`src/rtl/sp_ram_arb_pkg.sv`:
```
// Shared types for the single-port RAM arbiter: FSM state encoding and read-tag layout.
// No logic and no latency of its own; holds the definitions used by the arbiter top.
// Backpressure: not applicable.
package sp_ram_arb_pkg;

    localparam int ID_W = 2;

    typedef enum logic {
        INIT = 1'b0,
        ARB  = 1'b1
    } state_e;

    typedef struct packed {
        logic            valid;
        logic            is_read;
        logic [ID_W-1:0] id;
    } tag_t;

endpackage

```
`src/rtl/sp_ram_rr_pick.sv`:
```
// Round-robin picker: first set bit of vld searching upward from ptr+1, wrapping at N.
// Latency: purely combinational.
// Backpressure: none; the caller qualifies the grant with its own enable.
module sp_ram_rr_pick #(
    parameter int N  = 2,
    parameter int PW = 1
) (
    input  logic [N-1:0]  vld,
    input  logic [PW-1:0] ptr,
    output logic [N-1:0]  gnt,
    output logic [PW-1:0] idx,
    output logic          any
);

    logic [PW-1:0] cand;

    // Step the candidate index with explicit wrap so non-power-of-two N stays in range.
    always_comb begin
        gnt  = '0;
        idx  = '0;
        any  = 1'b0;
        cand = ptr;
        for (int k = 0; k < N; k++) begin
            cand = (cand == PW'(N - 1)) ? '0 : cand + 1'b1;
            if (!any && vld[cand]) begin
                any       = 1'b1;
                idx       = cand;
                gnt[cand] = 1'b1;
            end
        end
    end

endmodule

```
`src/rtl/sp_ram_arbiter.sv`:
```
// Round-robin sharing of one single-port sync RAM; SP_RAM_ARB_INIT_EN adds a zero-fill sweep.
// Latency: read data 2 cycles after handshake, writes retire at handshake, 1 access/cycle.
// Backpressure: at most one req_ready per cycle; all ready held low during the init sweep.
module sp_ram_arbiter
    import sp_ram_arb_pkg::*;
#(
    parameter int DW    = 32,
    parameter int AW    = 10,
    parameter int N_REQ = 2
) (
    input  logic                  clk,
    input  logic                  rst_n,
    input  logic [N_REQ-1:0]      req_valid,
    output logic [N_REQ-1:0]      req_ready,
    input  logic [N_REQ-1:0]      req_we,
    input  logic [N_REQ*AW-1:0]   req_addr,
    input  logic [N_REQ*DW-1:0]   req_wdata,
    output logic [N_REQ-1:0]      resp_valid,
    output logic [DW-1:0]         resp_rdata,
    output logic [AW-1:0]         ram_addr,
    output logic [DW-1:0]         ram_data,
    output logic                  ram_we,
    input  logic [DW-1:0]         ram_q,
    output logic                  init_done
);

    localparam int PW = $clog2(N_REQ);

    logic [PW-1:0]    rr_ptr;
    logic [PW-1:0]    gidx;
    logic [N_REQ-1:0] gnt;
    logic             any_vld;
    logic             arb_en;
    logic             hs;
    logic             sel_we;
    logic [AW-1:0]    sel_addr;
    logic [DW-1:0]    sel_data;
    logic [N_REQ-1:0] resp_nxt;
    tag_t             tag0;
    tag_t             tag1;

    sp_ram_rr_pick #(
        .N  (N_REQ),
        .PW (PW)
    ) u_pick (
        .vld (req_valid),
        .ptr (rr_ptr),
        .gnt (gnt),
        .idx (gidx),
        .any (any_vld)
    );

`ifdef SP_RAM_ARB_INIT_EN
    state_e        state;
    logic [AW-1:0] init_cnt;
    logic          init_last;

    assign arb_en = (state == ARB);

    // init_last delays the ARB transition one cycle so the last clear write lands first.
    always_ff @(posedge clk or negedge rst_n) begin
        if (!rst_n) begin
            state     <= INIT;
            init_cnt  <= '0;
            init_last <= 1'b0;
        end else if (state == INIT) begin
            if (init_last) begin
                state <= ARB;
            end else begin
                init_cnt  <= init_cnt + 1'b1;
                init_last <= (init_cnt == '1);
            end
        end
    end
`else
    assign arb_en = 1'b1;
`endif

    assign init_done = arb_en;
    assign req_ready = arb_en ? gnt : '0;
    assign hs        = arb_en & any_vld;

    always_comb begin
        sel_we   = 1'b0;
        sel_addr = '0;
        sel_data = '0;
        for (int i = 0; i < N_REQ; i++) begin
            if (gnt[i]) begin
                sel_we   = req_we[i];
                sel_addr = req_addr[i*AW +: AW];
                sel_data = req_wdata[i*DW +: DW];
            end
        end
    end

    always_ff @(posedge clk or negedge rst_n) begin
        if (!rst_n) begin
            ram_we   <= 1'b0;
            ram_addr <= '0;
            ram_data <= '0;
        end else if (hs) begin
            ram_we   <= sel_we;
            ram_addr <= sel_addr;
            ram_data <= sel_data;
        end
`ifdef SP_RAM_ARB_INIT_EN
        else if (!arb_en) begin
            ram_we   <= !init_last;
            ram_addr <= init_cnt;
            ram_data <= '0;
        end
`endif
        else begin
            ram_we <= 1'b0;
        end
    end

    always_comb begin
        resp_nxt = '0;
        for (int i = 0; i < N_REQ; i++) begin
            resp_nxt[i] = tag1.valid & tag1.is_read & (tag1.id == ID_W'(i));
        end
    end

    // tag0 tracks the access the RAM samples next edge; tag1 the one whose q is now valid.
    always_ff @(posedge clk or negedge rst_n) begin
        if (!rst_n) begin
            tag0       <= '0;
            tag1       <= '0;
            resp_valid <= '0;
            resp_rdata <= '0;
            rr_ptr     <= '0;
        end else begin
            tag0.valid   <= hs;
            tag0.is_read <= hs & ~sel_we;
            tag0.id      <= ID_W'(gidx);
            tag1         <= tag0;
            resp_valid   <= resp_nxt;
            if (|resp_nxt) begin
                resp_rdata <= ram_q;
            end
            if (hs) begin
                rr_ptr <= gidx;
            end
        end
    end

endmodule

```
`config.mk`:
```
export PLATFORM = sky130hd
export DESIGN_NAME = sp_ram_arbiter
export DESIGN_NICKNAME = d
export VERILOG_FILES = /design/src/rtl/sp_ram_arb_pkg.sv /design/src/rtl/sp_ram_rr_pick.sv /design/src/rtl/sp_ram_arbiter.sv
export SDC_FILE = /design/constraint.sdc
export NUM_CORES = 1
export LEC_CHECK = 0
export ABC_AREA = 1
export ABC_CLOCK_PERIOD_IN_PS = 1100
export BUFFER_PORTS_ARGS = -buffer_cell sky130_fd_sc_hd__buf_4
export CAP_MARGIN = 20
export CORE_AREA = 2 2 110 101
export DETAILED_ROUTE_END_ITERATION = 10
export DIE_AREA = 0 0 112 103
export PLACE_DENSITY = 0.76
export SYNTH_ARGS = -nofsm -noshare
export SYNTH_HDL_FRONTEND = slang
export SYNTH_SLANG_ARGS = --single-unit
```
`constraint.sdc`:
```
create_clock -name clk -period 1.1 [get_ports clk]
set_input_delay 0.11 -clock clk [delete_from_list [all_inputs] [get_ports clk]]
set_output_delay 0.11 -clock clk [all_outputs]
set_load 0.1 [all_outputs]
```
==> results by group, run 1 <==
CTS
  – Clock transition at path regs: 0.06 ns
  – H-Tree Depth: 3
  – Worst-case clock buffer depth: 2
  – Clock Latency Late Sink: 0.34 ns
  – Num CTS Buffers: 9
  – CTS tree: done
  – Clk root buf: clkbuf_16
  – Num Clock Sinks: 84

Setup path
  – R2R setup slack: -0.35 ns
  – Worst Setup SP: rr_ptr
  – Max stage delay on crit path: 0.45 ns
  – CP Launch Type: flop
  – Buffers and inverters on the worst path: 3
  – Setup crit end kind: output port
  – Worst-path maximum fanout: 3
  – Crit Path Class: flop to output port
  – CP max stage cell: dfrtp_2
  – Cell Chain, Critical Path: nand2_4 -> inv_8 -> buf_6 -> nor2_4 -> buf_12
  – Worst r2r src: rr_ptr
  – CP Data Arrival Time: 1.39 ns
  – Crit-path leading delay family: flip-flops
  – Required time of the critical path: 0.99 ns

Logic synthesis
  – Syn_nets: 619
  – Mapped Cells: 497
  – Mapped Area: 4390 um^2
  – Post-synth top area share: 0.479
  – Sequential share of the synthesized area: 0.479
  – Average cell area after synthesis: 8.83 um^2
  – Netlist cell types: 22
  – Total of flip-flops plus latches after synthesis: 84
  – Synth area leaders: dfrtp_1 48%, nand3_2 16%, nand2_1 13%
  – Warnings from Yosys: 0
  – Biggest area consumer among synthesized cells: dfrtp_1

Global route
  – Vias in the first global route: 3996
  – Congestion Overflow GR: 0
  – Largest net degree at the start of global routing: 45
  – Total track usage: 0.216
  – Initial antenna violation count: 0
  – Global-route wire length before repair: 19800 um

Timing
  – Fin worst setup slack: -0.401 ns
  – Tcrit/Tclk final: 1.36
  – RSZ-0062 raised after global routing: true
  – Final slew viol count: 0
  – Final TNS setup: -13.04 ns
  – F_max: 666 MHz
  – Final hold violations: 0
  – Worst clock skew: 0.00834 ns
  – # setup viols final: 46
  – Fin crit period: 1.50 ns

Floorplan
  – Die H: 103 um
  – Chip width: 112 um
  – Die area: 11500 um^2
  – Core Rows: 36
  – Initial core utilization: 0.416
  – Num ports: 202
  – Core area: 10500 um^2

Route
  – DRC viols: 0
  – Via density: 4.93
  – Initial DRT Pass Iterations: 4
  – Final ANT Viol Nets: 0
  – Wire per inst: 15.5 um
  – Iteration-0 DRC Markers: 195
  – Drt total wl: 13300 um
  – Vias: 4232

Power and ir drop
  – Peak VDD IR: 0.00215 V
  – PwrDens: 2200 nW/um^2
  – Leak: 3.74 nW

Worst hold path
  – Worst min-delay path class: input port to flop
  – Hold Startpoint: ram_q[7]

Status
  – Run status: finished with violations
  – Failing checks: negative setup slack

Layout
  – Fin util: 0.696
  – Area Growth Syn to Fin: 67.2%
  – Share of layout cells above drive strength 1: 0.588
  – Post-layout net count: 842
  – Final instance area: 7330 um^2
  – ANT cells: 0

Place
  – PortBufs: 200
  – Hpwl dp: 8310 um
  – Routability cong.: 0.804
  – Pre-CTS setup slack: -0.468 ns
  – Placed cell areas: 6200 um^2

Run
  – Max-Cap Viols: 0
## synthesized netlist by cell type, drive strengths merged
master,instances
a21oi,1
buf,28
clkbuf,10
conb,1
dfrtp,84
inv,48
nand2,156
nand3,160
nor2,8
o21ai,1
## worst register-to-register path, stage by stage (launching register included)
cell and delay (ns):
dfrtp_2 0.45, buf_4 0.17, inv_6 0.07, nand2_2 0.07
nand2_4 0.11, buf_12 0.13, bufbuf_16 0.25, nand3_2 0.07
nand2_1 0.06
## report_power, final
part           internal, mW  switching (mW)
clock network          1.53            1.19
logic                  2.63            6.38
registers              3.85           0.531
## metrics by stage
step / hold slack, ns / power [mW] / instances
finish: 0.00847 / 16.1 / 858
global placement: 0.102 / 12.2 / 813
detailed placement: 0.107 / 12.3 / 813
CTS: 0.00665 / 15.6 / 845
floorplan: -0.186 / 10.4 / 497
global route: 0.00466 / 16.8 / 858
## logic make-up after synthesis
| kind of cell | after synthesis | synth area share |
|---|---|---|
| buffers and inverters | 86 | 0.102 |
| AO/OA/AOI/OAI | 2 | 0.00228 |
| other | 1 | 0.000855 |
| AND/OR/NAND/NOR | 324 | 0.416 |
| flip-flops | 84 | 0.479 |
## cell type report
cell class                      count  area [um^2]
Multi-Input combinational cell    330         1910
Clock inverter                      4         26.3
Tap cell                          133          166
Clock buffer                       12          236
Inverter                           48          193
Sequential cell                    84         2200
Timing Repair Buffer              247         2610
Fill cell                         779         3210
## metal layers
metal | global-route usage | share of wire | routed length, um
met1 | 0.269 | 0.41 | 5400
met2 | 0.376 | 0.51 | 6710
met3 | 0.0529 | 0.070 | 923
met4 | 0.0647 | 0.018 | 238
met5 | 0 | 0 | 0
## path summary, 6_finish.rpt
check,cells past startpoint,end
max in group asynchronous,3,ram_addr[7]
setup reg to reg,8,ram_data[3]
setup / recovery,5,req_ready[1]
min in group asynchronous,3,resp_rdata[14]
hold reg to reg,0,tag1[3]
hold / removal,3,resp_rdata[7]
## registers in the layout, indices dropped and copies added, names as in the netlist
register / count
resp_rdata: 32
ram_we: 1
ram_data: 32
ram_addr: 10
resp_valid: 2
rr_ptr: 1
tag1: 3
tag0: 3
## cells in the final DEF, fill, tap and decap left out, types with 3 or more instances in the layout
| master | netlist | routed |
|---|---|---|
| nor2_1 | 6 | 4 |
| clkbuf_16 | 0 | 13 |
| inv_1 | 45 | 45 |
| nand3_1 | 90 | 88 |
| buf_4 | 6 | 138 |
| nor2_4 | 1 | 6 |
| dfrtp_1 | 84 | 9 |
| buf_6 | 5 | 76 |
| nand3_2 | 70 | 72 |
| nand2_1 | 151 | 146 |
| bufbuf_16 | 0 | 3 |
| dfrtp_2 | 0 | 75 |
| clkbuf_1 | 10 | 3 |
| buf_12 | 3 | 21 |
| nand2_2 | 2 | 7 |
## repair_timing
| item | CTS | global route |
|---|---|---|
| gates resized for setup | 58 | 45 |
| buffers inserted | 7 | 11 |
| hold buffers | 1 | 0 |
| endpoints found under the hold margin | 84 | 0 |
| pin swaps | 5 | 20 |
| cloned | 8 | 4 |
| setup endpoints to repair | 92 | 71 |
Power figures use the tool's default switching activity.
==> inputs of run 2 (changes only) <==
Settings changed: CORE_AREA 2 2 110 101 to 2 2 107 98, DIE_AREA 0 0 112 103 to 0 0 109 100, PLACE_DENSITY 0.76 to 0.75, SYNTH_HIERARCHICAL set to 1.
==> results by group, run 2 <==
Worst hold path
  – Worst min-delay path class: input port to flop (unchanged)
  – WHS Path Cells: 3 (unchanged)
  – Hold EP: resp_rdata[12] (was resp_rdata[7])
  – Hold Startpoint: ram_q[12] (was ram_q[7])

CTS
  – Clock Latency Late Sink: 0.34 ns (about the same)
  – CTS tree: done (unchanged)
  – Clock transition at path regs: 0.09 ns (was 0.06 ns)
  – H-Tree Depth: 3 (unchanged)
  – Clk root buf: clkbuf_8 (was clkbuf_16)
  – Worst-case clock buffer depth: 2 (unchanged)
  – Num Clock Sinks: 84 (unchanged)
  – Num CTS Buffers: 9 (unchanged)

Power and ir drop
  – Clock power share: 0.198 (was 0.169)
  – Power share of the combinational group: 0.482 (was 0.559)
  – Sequential group share of total power: 0.320 (was 0.272)
  – Peak VDD IR: 0.00117 V (was 0.00215 V)
  – Switching power total: 5.59 mW (was 8.10 mW)
  – P_int: 6.73 mW (was 8.01 mW)
  – Sw frac: 0.454 (was 0.503)
  – PwrDens: 1810 nW/um^2 (was 2200 nW/um^2)
  – Leak: 3.55 nW (was 3.74 nW)

Timing
  – Final TNS setup: -7.65 ns (was -13.04 ns)
  – RSZ-0062 raised after global routing: true (unchanged)
  – # setup viols final: 46 (unchanged)
  – Fin crit period: 1.35 ns (was 1.50 ns)
  – Worst clock skew: 0.0151 ns (was 0.00834 ns)
  – Final hold violations: 0 (unchanged)
  – F_max: 740 MHz (was 666 MHz)
  – Tcrit/Tclk final: 1.23 (was 1.36)
  – Fin worst setup slack: -0.252 ns (was -0.401 ns)
  – Final slew viol count: 0 (unchanged)

Place
  – Hpwl dp: 7520 um (was 8310 um)
  – PortBufs: 200 (unchanged)
  – Routability cong.: 0.793 (was 0.804)

Route
  – Iteration-0 DRC Markers: 215 (was 195)
  – Via density: 4.60 (was 4.93)
  – Max Used Layer: met4 (unchanged)
  – DRC viols: 0 (unchanged)
  – Drt total wl: 11700 um (was 13300 um)
  – Vias: 4075 (was 4232)
  – Final ANT Viol Nets: 0 (unchanged)
  – Wire per inst: 13.2 um (was 15.5 um)
  – Met3 routed WL: 993 um (was 923 um)
  – Wire length on met2: 5840 um (was 6710 um)
  – Met1 Wirelength: 4740 um (was 5400 um)
  – Initial DRT Pass Iterations: 4 (unchanged)

Floorplan
  – Initial core utilization: 0.396 (was 0.416)
  – Die area: 10900 um^2 (was 11500 um^2)
  – Num ports: 202 (unchanged)
  – Core Rows: 35 (was 36)
  – Chip width: 109 um (was 112 um)
  – Die H: 100 um (was 103 um)
  – Core area: 9940 um^2 (was 10500 um^2)

Logic synthesis
  – Commonest cells in the netlist: 198 x nand2_1, 171 x nor2_1, 84 x dfrtp_1, 32 x nand3_1, 26 x buf_2 (was 151 x nand2_1, 90 x nand3_1, 84 x dfrtp_1, 70 x nand3_2, 45 x inv_1)
  – Warnings from Yosys: 6 (was 0)
  – Sequential share of the synthesized area: 0.534 (was 0.479)
  – Async S/R FF share, synth: 1.00 (unchanged)
  – Synth area leaders: dfrtp_1 53%, nand2_1 19%, nor2_1 16% (was dfrtp_1 48%, nand3_2 16%, nand2_1 13%)
  – Biggest area consumer among synthesized cells: dfrtp_1 (unchanged)
  – Average cell area after synthesis: 7.36 um^2 (was 8.83 um^2)
  – Total of flip-flops plus latches after synthesis: 84 (unchanged)
  – Mapped Area: 3940 um^2 (was 4390 um^2)
  – Mapped Cells: 535 (was 497)
  – Top FF cell, synth: dfrtp_1 (unchanged)
  – Syn_nets: 657 (was 619)
  – Post-synth top area share: 0.534 (was 0.479)
  – Netlist cell types: 11 (was 22)
  – Count leader, synth: nand2_1 (unchanged)
  – Number of synthesized flops with an enable pin: 0 (unchanged)

Setup path
  – CP Data Arrival Time: 1.24 ns (was 1.39 ns)
  – Worst-path maximum fanout: 3 (unchanged)
  – Setup crit end kind: output port (unchanged)
  – R2R setup slack: -0.22 ns (was -0.35 ns)
  – Crit Path Class: flop to output port (unchanged)
  – Max stage delay on crit path: 0.41 ns (was 0.45 ns)
  – Crit Reg-Reg Endpoint: tag0[2] (was ram_data[3])
  – Cell Chain, Critical Path: inv_2 -> a21oi_4 -> buf_6 -> buf_12 (was nand2_4 -> inv_8 -> buf_6 -> nor2_4 -> buf_12)
  – R2R depth: 5 (was 8)
  – CP max stage cell: dfrtp_2 (unchanged)
  – Worst r2r src: rr_ptr (unchanged)
  – Required time of the critical path: 0.99 ns (about the same)
  – CP Launch Type: flop (unchanged)

Global route
  – Largest net degree at the start of global routing: 85 (was 45)
  – Total track usage: 0.202 (was 0.216)
  – Vias in the first global route: 3750 (was 3996)
  – Initial antenna violation count: 0 (unchanged)
  – Global-route wire length before repair: 17400 um (was 19800 um)
  – Congestion Overflow GR: 0 (unchanged)

Status
  – Run status: finished with violations (unchanged)
  – Failing checks: negative setup slack (unchanged)

Layout
  – Post-layout net count: 873 (was 842)
  – Reg area: 2140 um^2 (was 2200 um^2)
  – ANT cells: 0 (unchanged)
  – Multi-input gate area: 1620 um^2 (was 1910 um^2)
  – Fillcell total: 760 (was 779)
  – Area Growth Syn to Fin: 72.7% (was 67.2%)
  – Commonest non-fill, non-tap cell in the layout: nand2_1 (unchanged)
  – Most frequent cells in the layout: 192 x nand2_1, 170 x nor2_1, 127 x buf_4 (was 146 x nand2_1, 138 x buf_4, 88 x nand3_1)
  – Largest regs: ram_data (32), resp_rdata (32), ram_addr (10) (unchanged)
  – Share of layout cells above drive strength 1: 0.376 (was 0.588)
  – Fin util: 0.684 (was 0.696)

Run
  – Max-Cap Viols: 0 (unchanged)
[run 2: per-stage QoR]
step	instances	hold slack [ns]	instance area, um^2	power, mW	setup WS, ns
6_report	885	0.0203	6800	12.3	-0.252
5_1_grt	885	0.00463	6800	12.8	-0.309
4_1_cts	878	0.00164	6410	12.1	-0.296
3_5_place_dp	843	0.185	5650	9.12	-0.229
3_3_place_gp	843	0.178	5650	9.07	-0.136
2_1_floorplan	535	-0.186	4020	7.74	-0.623
[run 2: power groups by stage]
| stage | clock network [mW] | logic (mW) | registers [mW] |
|---|---|---|---|
| after global routing | 2.65 | 6.20 | 3.99 |
| after CTS | 2.54 | 5.63 | 3.89 |
| after detailed placement | 0 | 5.26 | 3.86 |
| after floorplan | 0 | 0.881 | 6.86 |
| after global placement | 0 | 5.23 | 3.85 |
| final | 2.44 | 5.93 | 3.94 |
[run 2: timing repair]
item                                   in CTS  in global routing
cloned                                      0                  4
setup buffers                               2                  3
resized for setup                          92                 66
endpoints found under the hold margin     100                  0
pin swaps                                   2                  4
hold buffers                               17                  0
setup endpoints to repair                 121                 83
[run 2: cells by family after synthesis]
| kind of cell | Yosys count | synth area share |
|---|---|---|
| and+or+nand+nor | 402 | 0.394 |
| buffers and inverters | 44 | 0.0655 |
| other | 1 | 0.000953 |
| DFF | 84 | 0.534 |
| AOI/OAI and AO/OA | 4 | 0.00509 |
[run 2: how the worst max path moves through the flow]
stage / startpoint / end / slack [ns] / cells past startpoint
finish: rr_ptr / req_ready[0] / -0.25 / 4
global route: rr_ptr / req_ready[0] / -0.31 / 4
CTS: rr_ptr / req_ready[0] / -0.30 / 3
detailed placement: rr_ptr / ram_data[24] / -0.23 / 7
global placement: rr_ptr / ram_data[21] / -0.14 / 6
floorplan: rr_ptr / ram_addr[2] / -0.62 / 7
[run 2: worst max-delay path: cells and delay by family, from the launching register on]
family / cells / cell delay [ns]
flops: 1 / 0.41
buf+inv: 3 / 0.36
compound gates: 1 / 0.14
[run 2: area by class of cell]
type / count / share of cell area
clock inverter: 5 / 0.0125
multi-input combinational: 407 / 0.238
tap: 129 / 0.0237
inverter: 7 / 0.00387
sequential: 84 / 0.315
clock buffer: 11 / 0.0208
timing repair buffer: 242 / 0.386
[run 2: routing by layer]
metal,vias to the layer above,global-route usage
li1,2037,-
met3,8,0.0584
met4,0,0.0582
met1,1879,0.245
met5,-,0
met2,151,0.348
==> inputs of run 3 (changes only) <==
Settings changed: ABC_CLOCK_PERIOD_IN_PS 1100 to 1300, CORE_AREA 2 2 107 98 to 2 2 101 93, DIE_AREA 0 0 109 100 to 0 0 103 95, PLACE_DENSITY 0.75 to 0.8.
Clock period 1.1 ns to 1.3 ns, I/O delays scaled along.
==> results by group, run 3 (synthesis gave the netlist of run 2 again) <==
Route
  – Wire per inst: 12.7 um (was 13.2 um)
  – DRC viols: 0 (unchanged)
  – Vias: 4050 (was 4075)
  – Initial DRT Pass Iterations: 4 (unchanged)
  – Via density: 4.63 (was 4.60)
  – Drt total wl: 11100 um (was 11700 um)
  – Iteration-0 DRC Markers: 137 (was 215)
  – Final ANT Viol Nets: 0 (unchanged)

Place
  – Routability cong.: 0.816 (was 0.793)
  – Hpwl dp: 7810 um (was 7520 um)
  – PortBufs: 200 (unchanged)
  – Pre-CTS setup slack: -0.0239 ns (was -0.229 ns)
  – Placed cell areas: 5600 um^2 (was 5650 um^2)

CTS
  – Clock Latency Late Sink: 0.35 ns (was 0.34 ns)
  – Clock transition at path regs: 0.10 ns (was 0.09 ns)
  – Clk root buf: clkbuf_8 (unchanged)
  – Num Clock Sinks: 84 (unchanged)
  – CTS tree: done (unchanged)
  – Num CTS Buffers: 9 (unchanged)
  – Worst-case clock buffer depth: 2 (unchanged)
  – H-Tree Depth: 3 (unchanged)

Layout
  – Final instance area: 6060 um^2 (was 6800 um^2)
  – Share of layout cells above drive strength 1: 0.338 (was 0.376)
  – ANT cells: 0 (unchanged)
  – Post-layout net count: 869 (was 873)
  – Area Growth Syn to Fin: 53.9% (was 72.7%)
  – Most frequent cells in the layout: 214 x buf_4, 193 x nand2_1, 170 x nor2_1 (was 192 x nand2_1, 170 x nor2_1, 127 x buf_4)
  – Commonest non-fill, non-tap cell in the layout: buf_4 (was nand2_1)
  – Largest regs: ram_data (32), resp_rdata (32), ram_addr (10) (unchanged)
  – Fin util: 0.685 (was 0.684)

Setup path
  – Worst-path maximum fanout: 4 (was 3)
  – CP Launch Type: flop (unchanged)
  – Required time of the critical path: 1.17 ns (was 0.99 ns)
  – Setup crit end kind: output port (unchanged)
  – CP Data Arrival Time: 1.27 ns (was 1.24 ns)
  – Crit Path Class: flop to output port (unchanged)

Timing
  – Fin crit period: 1.40 ns
  – Final hold violations: 0 (unchanged)
  – Final slew viol count: 0 (unchanged)
  – Worst clock skew: 0.0103 ns (was 0.0151 ns)
  – Tcrit/Tclk final: 1.08
  – RSZ-0062 raised after global routing: true (unchanged)
  – Fin worst setup slack: -0.0997 ns (was -0.252 ns)
  – # setup viols final: 27 (was 46)
  – F_max: 714 MHz

Floorplan
  – Core area: 8840 um^2 (was 9940 um^2)
  – Chip width: 103 um (was 109 um)
  – Num ports: 202 (unchanged)
  – Initial core utilization: 0.445 (was 0.396)
  – Core Rows: 33 (was 35)
  – Die H: 95 um (was 100 um)
  – Die area: 9790 um^2 (was 10900 um^2)

Power and ir drop
  – PwrDens: 1580 nW/um^2 (was 1810 nW/um^2)
  – Peak VDD IR: 0.000831 V (was 0.00117 V)
  – Leak: 3.37 nW (was 3.55 nW)

Run
  – Max-Cap Viols: 0 (unchanged)

Status
  – Run status: finished with violations (unchanged)
  – Failing checks: negative setup slack (unchanged)

Global route
  – Vias in the first global route: 3839 (was 3750)
  – Largest net degree at the start of global routing: 85 (unchanged)
  – Congestion Overflow GR: 0 (unchanged)
  – Global-route wire length before repair: 17000 um (was 17400 um)
  – Initial antenna violation count: 0 (unchanged)
  – Total track usage: 0.222 (was 0.202)

Worst hold path
  – Worst min-delay path class: input port to flop (unchanged)
## run 3: cell type report
type,count,area [um^2]
Clock inverter,7,67.6
Fill cell,730,2780
Sequential cell,84,2100
Multi-Input combinational cell,407,1620
Tap cell,122,153
Timing Repair Buffer,238,1970
Inverter,7,26.3
Clock buffer,9,124
## run 3: power breakdown
group	internal, mW	total [mW]	switching (mW)
clock network	0.751	1.82	1.07
registers	2.97	3.19	0.218
logic	1.08	4.54	3.46
## run 3: timing repair
action,CTS,global route
hold buffers,11,0
setup buffers,5,0
pin swaps,2,4
endpoints found under the hold margin,94,0
gates cloned,1,1
setup endpoints to repair,5,46
gates resized for setup,10,9
## run 3: critical path: stages (launching register included)
cell and delay, ns:
dfrtp_1 0.43, inv_2 0.06, a21oi_4 0.22, buf_12 0.20
## run 3: stage by stage
| stage | std cells | hold WS, ns | TNS [ns] | total power, mW |
|---|---|---|---|---|
| final | 874 | 0.0112 | -0.884 | 9.55 |
| after global routing | 874 | 0.00127 | -4.86 | 9.98 |
| after CTS | 874 | 0.0000635 | -1.14 | 9.61 |
| after detailed placement | 841 | 0.204 | -0.0288 | 7.68 |
| after global placement | 841 | 0.197 | 0 | 7.63 |
| after floorplan | 535 | -0.166 | -18.38 | 6.51 |
## run 3: final timing paths
| kind | slack, ns | start | end | cells past startpoint |
|---|---|---|---|---|
| max | -0.1 | rr_ptr | req_ready[0] | 3 |
| min in group asynchronous | 0.34 | rst_n | resp_rdata[16] | 3 |
| max reg2reg | -0.07 | rr_ptr | ram_data[29] | 8 |
| min | 0.01 | ram_q[10] | resp_rdata[10] | 3 |
| min reg2reg | 0.35 | tag0[3] | tag1[3] | 0 |
| max in group asynchronous | 0.62 | rst_n | ram_data[28] | 3 |
## run 3: per-layer routing
layer / part of all wire / GRT usage
met1: 0.41 / 0.259
met2: 0.50 / 0.397
met3: 0.083 / 0.0629
met4: 0.011 / 0.0647
met5: 0 / 0
